$ cat src/rtl/bcd_pkg.sv
// Shared definitions for the sequential BCD adder.
//   state_t     : controller states (IDLE / RUN / DONE)
//   DIG_W       : width of one BCD digit
//   DIG_MAX     : largest legal BCD digit value
//   BCD_CORR    : correction added when a digit sum leaves the decimal range
//   dig_res_t   : single-digit add result (carry + digit)
//   bcd_digit_add / bcd_digit_bad : per-digit helpers used by the pair adder
package bcd_pkg;

  typedef enum logic [1:0] {
    ST_IDLE = 2'd0,
    ST_RUN  = 2'd1,
    ST_DONE = 2'd2
  } state_t;

  localparam int DIG_W = 4;
  localparam logic [DIG_W-1:0] DIG_MAX  = 4'd9;
  localparam logic [DIG_W-1:0] BCD_CORR = 4'd6;

  typedef struct packed {
    logic             carry;
    logic [DIG_W-1:0] digit;
  } dig_res_t;

  // Decimal add of one digit pair plus carry. Defined for every 4-bit input,
  // including non-BCD codes: the raw sum (max 31) is corrected by +6 whenever
  // it exceeds 9 and the low nibble is kept.
  function automatic dig_res_t bcd_digit_add(input logic [DIG_W-1:0] a,
                                             input logic [DIG_W-1:0] b,
                                             input logic             c);
    logic [DIG_W+1:0] s;
    dig_res_t         r;
    s = {2'b00, a} + {2'b00, b} + {{(DIG_W+1){1'b0}}, c};
    if (s > {2'b00, DIG_MAX}) begin
      s       = s + {2'b00, BCD_CORR};
      r.carry = 1'b1;
    end else begin
      r.carry = 1'b0;
    end
    r.digit = s[DIG_W-1:0];
    return r;
  endfunction

  function automatic logic bcd_digit_bad(input logic [DIG_W-1:0] d);
    return (d > DIG_MAX);
  endfunction

endpackage

$ cat src/rtl/bcd_pair_add.sv
// Combinational two-digit BCD adder slice.
//   a, b     : 2-digit packed BCD operands (digit 0 in [3:0])
//   cin      : carry into the low digit
//   sum_lo   : low result digit
//   sum_hi   : high result digit
//   cout     : decimal carry out of the high digit
//   bad      : any of the four operand digits is above 9
module bcd_pair_add
  import bcd_pkg::*;
(
  input  logic [2*DIG_W-1:0] a,
  input  logic [2*DIG_W-1:0] b,
  input  logic               cin,
  output logic [DIG_W-1:0]   sum_lo,
  output logic [DIG_W-1:0]   sum_hi,
  output logic               cout,
  output logic               bad
);

  dig_res_t lo, hi;

  always_comb begin
    lo     = bcd_digit_add(a[DIG_W-1:0], b[DIG_W-1:0], cin);
    hi     = bcd_digit_add(a[2*DIG_W-1:DIG_W], b[2*DIG_W-1:DIG_W], lo.carry);
    sum_lo = lo.digit;
    sum_hi = hi.digit;
    cout   = hi.carry;
    bad    = bcd_digit_bad(a[DIG_W-1:0])       | bcd_digit_bad(b[DIG_W-1:0]) |
             bcd_digit_bad(a[2*DIG_W-1:DIG_W]) | bcd_digit_bad(b[2*DIG_W-1:DIG_W]);
  end

endmodule

$ cat src/rtl/bcd_add_seq.sv
// Sequential packed-BCD adder: one digit pair per clock.
//   clk_in   : clock, rising edge
//   rst_in   : synchronous active-high reset
//   start_in : start request, honoured only in IDLE
//   a_in     : operand A, NDIG packed BCD digits
//   b_in     : operand B, NDIG packed BCD digits
//   cin_in   : carry into digit 0
//   sum_out  : packed BCD result, held from DONE until the next start
//   cout_out : decimal carry out of the top digit
//   busy_out : operation in progress (RUN or DONE)
//   done_out : one-cycle result-valid pulse
//   err_out  : a processed operand digit was above 9
// NDIG must be even and at least 2.
// A start accepted at edge 0 runs pairs 0..NDIG/2-1 on edges 1..NDIG/2 and
// sits in DONE for one cycle; done_out is sampled high on edge NDIG/2+1.
module bcd_add_seq
  import bcd_pkg::*;
#(
  parameter int NDIG = 8
) (
  input  logic                  clk_in,
  input  logic                  rst_in,
  input  logic                  start_in,
  input  logic [DIG_W*NDIG-1:0] a_in,
  input  logic [DIG_W*NDIG-1:0] b_in,
  input  logic                  cin_in,
  output logic [DIG_W*NDIG-1:0] sum_out,
  output logic                  cout_out,
  output logic                  busy_out,
  output logic                  done_out,
  output logic                  err_out
);

  localparam int W     = DIG_W * NDIG;
  localparam int PAIR_W = 2 * DIG_W;
  localparam int NPAIR = NDIG / 2;
  localparam int PW    = (NPAIR > 1) ? $clog2(NPAIR) : 1;

  state_t            state_q, state_d;
  logic [W-1:0]      a_q, b_q, sum_q;
  logic              cin_q, carry_q, cout_q, err_q;
  logic [PW-1:0]     pair_idx;
  logic              last_pair;

  logic [PAIR_W-1:0] pair_a, pair_b;
  logic              pair_cin;
  logic [DIG_W-1:0]  pair_lo, pair_hi;
  logic              pair_cout, pair_bad;

  assign last_pair = (pair_idx == PW'(NPAIR - 1));

  // ---------------- FSM: state register ----------------
  always_ff @(posedge clk_in) begin
    if (rst_in) state_q <= ST_IDLE;
    else        state_q <= state_d;
  end

  // ---------------- FSM: next state ----------------
  always_comb begin
    state_d = state_q;
    case (state_q)
      ST_IDLE: if (start_in)  state_d = ST_RUN;
      ST_RUN:  if (last_pair) state_d = ST_DONE;
      ST_DONE:                state_d = ST_IDLE;
      default:                state_d = ST_IDLE;
    endcase
  end

  // ---------------- FSM: outputs ----------------
  // Pure decode of the state register, so start_in never reaches an output
  // combinationally.
  always_comb begin
    busy_out = (state_q != ST_IDLE);
    done_out = (state_q == ST_DONE);
  end

  // ---------------- Operand pair select ----------------
  // Mux the current digit pair out of the latched operands by pair index.
  always_comb begin
    pair_a = '0;
    pair_b = '0;
    for (int k = 0; k < NPAIR; k++) begin
      if (pair_idx == PW'(k)) begin
        pair_a = a_q[PAIR_W*k +: PAIR_W];
        pair_b = b_q[PAIR_W*k +: PAIR_W];
      end
    end
  end

  // Pair 0 takes the latched external carry; later pairs chain the
  // registered carry from the previous pair.
  assign pair_cin = (pair_idx == '0) ? cin_q : carry_q;

  bcd_pair_add u_pair (
    .a      (pair_a),
    .b      (pair_b),
    .cin    (pair_cin),
    .sum_lo (pair_lo),
    .sum_hi (pair_hi),
    .cout   (pair_cout),
    .bad    (pair_bad)
  );

  // ---------------- Datapath registers ----------------
  always_ff @(posedge clk_in) begin
    if (rst_in) begin
      a_q      <= '0;
      b_q      <= '0;
      cin_q    <= 1'b0;
      carry_q  <= 1'b0;
      sum_q    <= '0;
      cout_q   <= 1'b0;
      err_q    <= 1'b0;
      pair_idx <= '0;
    end else begin
      case (state_q)
        ST_IDLE: begin
          if (start_in) begin
            a_q      <= a_in;
            b_q      <= b_in;
            cin_q    <= cin_in;
            carry_q  <= 1'b0;
            sum_q    <= '0;
            cout_q   <= 1'b0;
            err_q    <= 1'b0;
            pair_idx <= '0;
          end
        end
        ST_RUN: begin
          for (int k = 0; k < NPAIR; k++) begin
            if (pair_idx == PW'(k))
              sum_q[PAIR_W*k +: PAIR_W] <= {pair_hi, pair_lo};
          end
          carry_q <= pair_cout;
          // Sticky: a bad digit flags the op but computation carries on.
          err_q   <= err_q | pair_bad;
          if (last_pair) begin
            cout_q   <= pair_cout;
            pair_idx <= '0;
          end else begin
            pair_idx <= pair_idx + PW'(1);
          end
        end
        default: ;
      endcase
    end
  end

  assign sum_out  = sum_q;
  assign cout_out = cout_q;
  assign err_out  = err_q;

endmodule

$ cat config.mk
export PLATFORM = sky130hd
export DESIGN_NAME = bcd_add_seq
export DESIGN_NICKNAME = d
export VERILOG_FILES = /design/src/rtl/bcd_pkg.sv /design/src/rtl/bcd_pair_add.sv /design/src/rtl/bcd_add_seq.sv
export SDC_FILE = /design/constraint.sdc
export NUM_CORES = 1
export LEC_CHECK = 0
export BUFFER_PORTS_ARGS = -buffer_cell sky130_fd_sc_hd__buf_2
export CORE_UTILIZATION = 40
export CTS_CLUSTER_DIAMETER = 60
export DETAILED_ROUTE_END_ITERATION = 7
export PLACE_DENSITY = 0.64
export SYNTH_ARGS = -nofsm -noshare
export SYNTH_HDL_FRONTEND = slang
export SYNTH_HIERARCHICAL = 1
export SYNTH_SLANG_ARGS = --single-unit
$ cat constraint.sdc
create_clock -name clk_in -period 5.83 [get_ports clk_in]
set_input_delay 0.8745 -clock clk_in [delete_from_list [all_inputs] [get_ports clk_in]]
set_output_delay 0.8745 -clock clk_in [all_outputs]
set_load 0.05 [all_outputs]
==> flow_summary_export.csv, run 1 <==
group,metric,value,unit
route,postRouteAntennaNets,0,
synth,synth_cell_type_count,51,
clock_network,cts_setup_buffers,0,
critical_path,crit_path_frequent_cell,"fa_1",
critical_path,cp_top_family,"adder cells",
critical_path,cpMaxStageDelayCell,"fa_1",
floorplanning,initial_core_util,0.415,
synth,synth_edf_count,0,
run_status,violations,"DRC",
synth,synth_fp_nets,643,
route,remaining_drc_errors,5,
synth,synth.area.mux_share,0.0201,
sta,fin_crit_sh,0.903,
critical_path,path_class,"flip-flop to flip-flop",
place,finalWeightedCongestion,0.824,
critical_path,setup.worst_path.start,"pair_idx[0]$_SDFFE_PP0P_",
route,first_pass_iters,8,
critical_path,worst_ep_arrival_time,5550,ps
layout,nets,719,
critical_path,critPathMaxFanout,16,
synth,synth_compound_area_frac,0.249,
place,portBuffers,103,
floorplanning,rows,39,
synth,ys.flop_type,"dfxtp_1",
power_and_ir_drop,ir_drop,0.166,mV
power_and_ir_drop,p_int,1.23,mW
sta,drv_slew,0,
global_route,overflow,0,
power_and_ir_drop,combPwrFrac,0.211,
sta,maxSlewHeadroom,0.177,
sta,fin_crit,5270,ps
clock_network,clkLatencyLatePin,350,ps
floorplanning,coreArea,0.0116,mm²
critical_path,worstPathBufferInverterCount,2,
route,wirelength,12.4,mm
floorplanning,die_w,112,µm
clock_network,ctsResizeCount,0,
global_route,grt_pass1_vias,4077,
sta,grt_setup_unrepaired,"false",
synth,yosys.area.top_type,"dfxtp_1",
power_and_ir_drop,pwr-share-seq,0.440,
power_and_ir_drop,power_frac_clock,0.349,
critical_path,required,6110,ps
synth,yosysWarnings,6,
min_path,hp-class,"flip-flop to flip-flop",
synth,synth.ff_latch_count,104,
synth,synth_top_family_by_area,"compound AO/OA/AOI/OAI gates",
power_and_ir_drop,power,1.77,mW
clock_network,holdBufCountCts,0,
sta,fmax,190,MHz
clock_network,root_buffer,"clkbuf_16",
synth,async_flop_share,0,
clock_network,clk_path_buf_depth,2,
flow_run,maxCapViolCount,0,
global_route,antenna_found_initial,0,
synth,synth_fa_ha_area_frac,0.0479,
route,vias,4316,
clock_network,htreeDepth,3,
route,detail_route.iter0.violations,363,
sta,max_slew.worst_pin.slew,1230,ps
synth,syn_inst,559,
min_path,hp-start,"b_q[9]$_SDFFE_PP0P_",
synth,synth-xor-area-share,0.00703,
global_route,grt_max_degree,77,
synth,synth.area.top_cells,"dfxtp_1 43%, nand2_1 12%, a21oi_1 7.5%",
sta,skew,9.81,ps
synth,syn_area_per_cell,8.59,µm²
floorplanning,ios,104,
clock_network,cts.clk_slew.worst_paths,70,ps
run_status,status,"complete, but fails checks",
clock_network,numCtsBuffers,9,
sta,whs,458,ps
critical_path,r2r-start,"pair_idx[0]$_SDFFE_PP0P_",
layout,layout-drive-gt1-share,0.230,
layout,area_growth,17.0,%
synth,synth_area,0.00480,mm²
layout,num_antenna_cells,0,
critical_path,slowest_delay,490,ps
critical_path,crit_chain,"inv_1 > ha_1 > nor2b_2 > a221oi_1 > o31ai_1 > fa_1 > fa_1 > a21o_1 > a21oi_1 > a21boi_0 > fa_1 > inv_1 > fa_1 > xnor2_1 > ha_1 > or2_2 > mux2i_1 > a32o_1",
synth,synth-simple-area-share,0.184,
synth,synth_common_cells,"149 x nand2_1, 104 x dfxtp_1, 72 x a21oi_1, 32 x a32o_1, 20 x nor2b_1",
critical_path,startpoint_type,"flip-flop",
power_and_ir_drop,p_sw,0.539,mW
route,vias_per_cell,5.52,
global_route,grt_pass1_wl,19.9,mm
power_and_ir_drop,powerDensity,314,mW/mm²
critical_path,cp-end-kind,"flip-flop",
global_route,track_usage,0.200,
power_and_ir_drop,swShare,0.305,
synth,ys_seq_area_frac,0.433,
synth,yosys.area.top_type_share,0.433,
floorplanning,dieArea,0.0125,mm²
sta,setup_tns,0,ps
route,wl_per_cell,15.8,µm
synth,synth_most_common_cell,"nand2_1",
sta,setup_viol,0,
sta,hold_violations,0,
floorplanning,die_y,112,µm
place,dpl.hpwl,8.86,mm
clock_network,cts.sinks,104,
clock_network,cts_tree,"yes",
power_and_ir_drop,p_leak,2.34,nW
[power by group through the flow]
| stage | clock (mW) | combinational, mW | sequential, mW |
|---|---|---|---|
| 2_1_floorplan | 0 | 0.241 | 0.826 |
| 3_3_place_gp | 0 | 0.357 | 0.794 |
| 3_5_place_dp | 0 | 0.371 | 0.795 |
| 4_1_cts | 0.626 | 0.373 | 0.778 |
| 5_1_grt | 0.651 | 0.409 | 0.783 |
| 6_report | 0.616 | 0.373 | 0.778 |
[placed cells by master, fill, tap and decap left out, types with 4 or more instances in the layout]
master       n
nor2b_1     18
inv_1       13
mux2i_1      4
o31ai_1     16
a32o_1      32
ha_1        12
nand2b_1     4
a21oi_1     72
a21oi_2      6
nor2_1       5
a221oi_1    16
o21ai_0      7
mux2_2       5
fa_1         4
nor3_1       6
buf_2      103
dfxtp_1    104
buf_4        5
nand2_1    149
clkbuf_16    9
[stage by stage]
stage / instances / setup slack [ps] / cell area (µm²) / util
floorplan: 559 / 993 / 4800 / -
global placement: 767 / 637 / 5310 / 0.459
detailed placement: 767 / 265 / 5310 / 0.459
CTS: 782 / 242 / 5620 / 0.486
global route: 782 / 202 / 5620 / 0.486
finish: 782 / 563 / 5620 / 0.486
[layer usage]
layer	GRT usage	vias up	wire length, µm
met5	0	-	0
met4	0.0658	0	199
met3	0.0419	14	508
met2	0.341	110	6040
met1	0.253	2066	5620
li1	-	2126	-
[cell type report]
| class | instances | area (µm²) |
|---|---|---|
| Fill cell | 1134 | 5940 |
| Multi-Input combinational cell | 399 | 2450 |
| Sequential cell | 104 | 2080 |
| Timing Repair Buffer | 108 | 553 |
| Clock buffer | 10 | 239 |
| Tap cell | 143 | 179 |
| Clock inverter | 5 | 65.1 |
| Inverter | 13 | 48.8 |
[path summary, 6_finish.rpt]
check                                           endpoint  slack [ps]  cells after the start
worst max-delay path            sum_out[23]$_SDFFE_PP0P_         560                     18
worst min register to register       b_q[9]$_SDFFE_PP0P_         460                      2
worst min-delay path                 b_q[9]$_SDFFE_PP0P_         460                      2
worst max register to register  sum_out[23]$_SDFFE_PP0P_         560                     18
[kinds of logic after synthesis]
logic type,Yosys count
xor+xnor,3
mux,9
buf+inv,56
fa+ha+maj,16
flops,104
simple gates,201
compound gates,170
[state kept, by name, summed over array words and instances (netlist names)]
| signal | flops |
|---|---|
| pair_idx | 2 |
| carry_q | 1 |
| cin_q | 1 |
| b_q | 32 |
| a_q | 32 |
| state_q | 2 |
| sum_out | 32 |
| err_out | 1 |
| cout_out | 1 |
[worst register-to-register path, cell delays in order, from the launching register on]
cell,delay [ps]
dfxtp_1,390
inv_1,90
ha_1,250
nor2b_2,280
a221oi_1,330
o31ai_1,150
fa_1,490
fa_1,480
a21o_1,220
a21oi_1,250
a21boi_0,270
fa_1,250
inv_1,60
fa_1,460
xnor2_1,190
ha_1,220
or2_2,290
mux2i_1,310
a32o_1,220
(Power assumes the default switching activity.)
==> run 2, diff against run 1 <==
Settings changed: BUFFER_PORTS_ARGS -buffer_cell sky130_fd_sc_hd__buf_2 to unset, DONT_BUFFER_PORTS set to 1, PLACE_DENSITY 0.64 to 0.58.
Clock period 5.83 ns to 4.62 ns, I/O delays scaled along.
==> flow_summary_export.csv, run 2 (synthesis results as in run 1) <==
group,metric,value,unit
run_status,status,"complete, but fails checks",
run_status,violations,"DRC",
critical_path,crit_chain,"inv_1 > ha_1 > buf_4 > a221oi_2 > o31ai_2 > fa_2 > fa_2 > buf_4 > xnor2_2 > nand2_1 > a21boi_2 > fa_1 > inv_1 > fa_2 > inv_1 > ha_1 > or2_2 > mux2i_4 > a32o_1",
sta,setup_tns,0,ps
sta,setup_slack,207,ps
route,detail_route.iter0.violations,215,
clock_network,cts.clk_slew.worst_paths,70,ps
critical_path,cpMaxStageDelayCell,"fa_2",
critical_path,startpoint_type,"flip-flop",
route,remaining_drc_errors,12,
layout,layout-drive-gt1-share,0.139,
critical_path,cp-end-kind,"flip-flop",
route,vias_per_cell,5.62,
sta,setup_viol,0,
power_and_ir_drop,power,2.23,mW
sta,max_slew.worst_pin.slew,1230,ps
sta,skew,9.23,ps
place,finalWeightedCongestion,0.779,
place,pre_cts_ws,21.4,ps
global_route,grt_pass1_vias,3794,
route,wl_per_cell,16.9,µm
route,vias,3906,
clock_network,numCtsBuffers,9,
layout,layout_commonest_cell,"nand2_1",
critical_path,worst_ep_arrival_time,4700,ps
layout,final_cell_mix,"149 x nand2_1, 102 x dfxtp_1, 68 x a21oi_1",
clock_network,cts_setup_buffers,0,
global_route,grt_max_degree,77,
floorplanning,ios,104,
layout,regArea,0.00208,mm²
critical_path,critPathMaxFanout,18,
clock_network,clk_path_buf_depth,2,
sta,fin_crit_sh,0.955,
global_route,grt_pass1_wl,19.0,mm
route,postRouteAntennaNets,0,
critical_path,path_class,"flip-flop to flip-flop",
layout,multi_input_area,0.00254,mm²
sta,maxSlewHeadroom,0.178,
place,placed_cell_area,0.00493,mm²
clock_network,htreeDepth,3,
route,wirelength,11.7,mm
place,portBuffers,0,
floorplanning,die_y,112,µm
global_route,antenna_found_initial,0,
global_route,overflow,0,
critical_path,required,4910,ps
floorplanning,die_w,112,µm
floorplanning,initial_core_util,0.415,
power_and_ir_drop,ir_drop,0.252,mV
floorplanning,rows,39,
min_path,hp-class,"input pin to flip-flop",
clock_network,cts_tree,"yes",
sta,fin_crit,4410,ps
clock_network,clkLatencyLatePin,350,ps
layout,nets,631,
layout,area_growth,10.7,%
sta,hold_violations,0,
sta,drv_slew,0,
layout,fillers,1158,
layout,num_antenna_cells,0,
critical_path,slowest_delay,540,ps
route,first_pass_iters,6,
floorplanning,coreArea,0.0116,mm²
sta,fmax,227,MHz
clock_network,cts.sinks,104,
floorplanning,dieArea,0.0125,mm²
power_and_ir_drop,powerDensity,420,mW/mm²
clock_network,root_buffer,"clkbuf_16",
power_and_ir_drop,p_leak,1.98,nW
place,dpl.hpwl,8.72,mm
global_route,track_usage,0.194,
flow_run,maxCapViolCount,0,
layout,fin_area,0.00532,mm²
run 2: cell count changes in the layout (fill, tap and decap cells not counted), sizes merged:
cell	previous run	this run
buf	108	20
clkinvlp	2	0
clkbuf	10	11
inv	15	13
clkinv	0	4
run 2: worst max-delay path: cells and delay by family, from the launching register on:
kind,cells,cell delay [ps]
mux,1,190
buf+inv,5,570
xor+xnor,1,140
fa+ha+maj,6,1920
simple gates,2,410
compound gates,4,750
flops,1,370
run 2: cell type report:
cell class / instances / area share
Multi-Input combinational cell: 399 / 0.477
Sequential cell: 104 / 0.392
Clock buffer: 11 / 0.0475
Tap cell: 143 / 0.0336
Timing Repair Buffer: 20 / 0.0282
Clock inverter: 5 / 0.0122
Inverter: 13 / 0.00918
run 2: report_power, final:
part | internal (mW) | switching (mW) | leakage (nW)
Sequential | 0.949 | 0.0894 | 0.850
Clock | 0.453 | 0.342 | 0.156
Combinational | 0.164 | 0.236 | 0.976
run 2: routing by layer:
layer  track usage  vias to the layer above  part of all wire
met5             0                        -                 0
met4        0.0658                        0             0.017
met3        0.0588                       16             0.059
met2         0.313                       84              0.47
met1         0.247                     1851              0.45
li1              -                     1955                 -
run 2: path summary, 6_finish.rpt:
check	from	endpoint	slack, ps	cells after the start
setup / recovery	pair_idx[1]$_SDFFE_PP0P_	sum_out[15]$_SDFFE_PP0P_	210	19
hold / removal	rst_in	err_out$_SDFFE_PP0P_	420	1
hold reg to reg	b_q[17]$_SDFFE_PP0P_	b_q[17]$_SDFFE_PP0P_	460	2
setup reg to reg	pair_idx[1]$_SDFFE_PP0P_	sum_out[15]$_SDFFE_PP0P_	210	19
run 2: what timing repair did:
item | CTS | global route
hold buffers | 0 | 0
setup endpoints to repair | 0 | 14
resized for setup | 0 | 16
run 2: stage by stage:
step	std cells	hold slack, ps	utilization
6_report	695	417	0.460
4_1_cts	695	401	0.453
3_5_place_dp	679	444	0.426
2_1_floorplan	559	433	-
3_3_place_gp	679	443	0.426
5_1_grt	695	399	0.460
==> run 3, diff against run 2 <==
Settings changed: REMOVE_ABC_BUFFERS set to 1.
==> flow_summary_export.csv, run 3 (synthesis results as in run 1) <==
group,metric,value,unit
critical_path,critPathMaxFanout,4,
sta,skew,8.67,ps
clock_network,numCtsBuffers,9,
clock_network,clkLatencyLatePin,350,ps
route,postRouteAntennaNets,0,
place,pre_cts_ws,-204,ps
clock_network,clk_path_buf_depth,2,
critical_path,path_class,"flip-flop to flip-flop",
clock_network,cts_tree,"yes",
floorplanning,die_w,112,µm
sta,fmax,231,MHz
power_and_ir_drop,swShare,0.301,
run_status,status,"complete, but fails checks",
power_and_ir_drop,p_int,1.51,mW
min_path,hp-start,"rst_in",
sta,fin_crit_sh,0.935,
place,dp_cells,685,
floorplanning,coreArea,0.0116,mm²
min_path,whs_endpoint,"a_q[1]$_SDFFE_PP0P_",
critical_path,worst_ep_arrival_time,4600,ps
layout,layout.cells.non_filler,703,
min_path,hp-class,"input pin to flip-flop",
global_route,overflow,0,
flow_run,maxCapViolCount,0,
layout,nets,640,
clock_network,holdBufCountCts,0,
route,vias,3940,
floorplanning,dieArea,0.0125,mm²
route,detail_route.iter0.violations,244,
critical_path,required,4900,ps
clock_network,cts.sinks,104,
power_and_ir_drop,p_sw,0.652,mW
sta,grt_setup_unrepaired,"false",
floorplanning,ios,104,
critical_path,r2r_end,"sum_out[15]$_SDFFE_PP0P_",
place,portBuffers,0,
layout,num_antenna_cells,0,
run_status,violations,"DRC",
place,finalWeightedCongestion,0.761,
floorplanning,initial_core_util,0.415,
sta,hold_violations,0,
global_route,grt_pass1_vias,3833,
sta,setup_viol,0,
global_route,antenna_found_initial,0,
route,wirelength,11.9,mm
power_and_ir_drop,combPwrFrac,0.189,
global_route,track_usage,0.194,
clock_network,root_buffer,"clkbuf_16",
route,wl_per_cell,16.9,µm
place,dpl.hpwl,8.16,mm
clock_network,htreeDepth,3,
layout,final_core_util,0.463,
global_route,grt_max_degree,77,
sta,fin_crit,4320,ps
sta,maxSlewHeadroom,0.144,
critical_path,rr_worst_depth,20,
critical_path,r2r-start,"pair_idx[1]$_SDFFE_PP0P_",
critical_path,startpoint_type,"flip-flop",
power_and_ir_drop,pwr-share-seq,0.478,
power_and_ir_drop,powerDensity,405,mW/mm²
power_and_ir_drop,ir_drop,0.216,mV
layout,layout_commonest_cell,"nand2_1",
layout,layout-drive-gt1-share,0.154,
power_and_ir_drop,power_frac_clock,0.333,
sta,max_slew.worst_pin.slew,1280,ps
global_route,grt_pass1_wl,19.3,mm
critical_path,r2r_setup_slack,300,ps
sta,whs,407,ps
layout,final_cell_mix,"149 x nand2_1, 103 x dfxtp_1, 69 x a21oi_1",
route,first_pass_iters,7,
sta,setup_tns,0,ps
sta,setup_slack,298,ps
layout,fillers,1117,
clock_network,cts.clk_slew.worst_paths,70,ps
critical_path,cp-end-kind,"flip-flop",
min_path,whs_path_depth,1,
layout,area_growth,11.4,%
floorplanning,rows,39,
route,remaining_drc_errors,9,
floorplanning,die_y,112,µm
sta,drv_slew,0,
power_and_ir_drop,p_leak,2.01,nW
route,vias_per_cell,5.60,
[run 3: metrics by stage]
| stage | instance area [µm²] | total power, mW |
|---|---|---|
| after detailed placement | 4960 | 1.44 |
| after CTS | 5260 | 2.17 |
| after global placement | 4960 | 1.43 |
| final | 5350 | 2.16 |
| after floorplan | 4570 | 1.32 |
| after global routing | 5350 | 2.28 |
[run 3: worst max-delay path: stages (launching register included)]
cell and delay [ps]:
dfxtp_1 330, inv_1 60, ha_2 200, buf_4 160
a221oi_2 270, o31ai_1 130, fa_2 390, fa_2 360
buf_4 160, xnor2_2 160, nand2_1 90, a21boi_2 170
fa_2 230, inv_1 50, fa_2 530, inv_1 80
ha_1 190, or2_2 290, mux2i_1 130, buf_4 140
a32o_1 140
[run 3: cell type report]
class	instances	area, µm²	area share
timing repair buffer	29	218	0.0407
multi-input combinational	399	2540	0.475
clock inverter	4	28.8	0.00538
sequential	104	2080	0.389
clock buffer	11	253	0.0473
inverter	13	48.8	0.00912
tap	143	179	0.0335
[run 3: power by group through the flow]
stage	clock, mW	combinational, mW	sequential (mW)
after floorplan	0	0.273	1.04
after global placement	0	0.376	1.05
after detailed placement	0	0.388	1.06
after CTS	0.743	0.397	1.03
after global routing	0.778	0.458	1.04
final	0.720	0.409	1.04
[run 3: worst max-delay path by stage]
stage,end,slack (ps),from
after floorplan,sum_out[15]$_SDFFE_PP0P_,-290,pair_idx[0]$_SDFFE_PP0P_
after global placement,sum_out[23]$_SDFFE_PP0P_,-130,pair_idx[0]$_SDFFE_PP0P_
after detailed placement,sum_out[14]$_SDFFE_PP0P_,-200,pair_idx[0]$_SDFFE_PP0P_
after CTS,sum_out[15]$_SDFFE_PP0P_,60,pair_idx[0]$_SDFFE_PP0P_
after global routing,sum_out[7]$_SDFFE_PP0P_,10,pair_idx[1]$_SDFFE_PP0P_
final,sum_out[15]$_SDFFE_PP0P_,300,pair_idx[1]$_SDFFE_PP0P_
[run 3: timing repair]
item / in CTS / in global routing
gates resized for setup: 7 / 15
buffers inserted: 0 / 3
endpoints found under the setup margin: 14 / 14
pin swaps: 0 / 5
cloned: 0 / 0
[run 3: metal layers]
metal  track usage  routed length (µm)
met1         0.263                5520
met2         0.302                5440
met3        0.0572                 850
met4        0.0514                 104
met5             0                   0
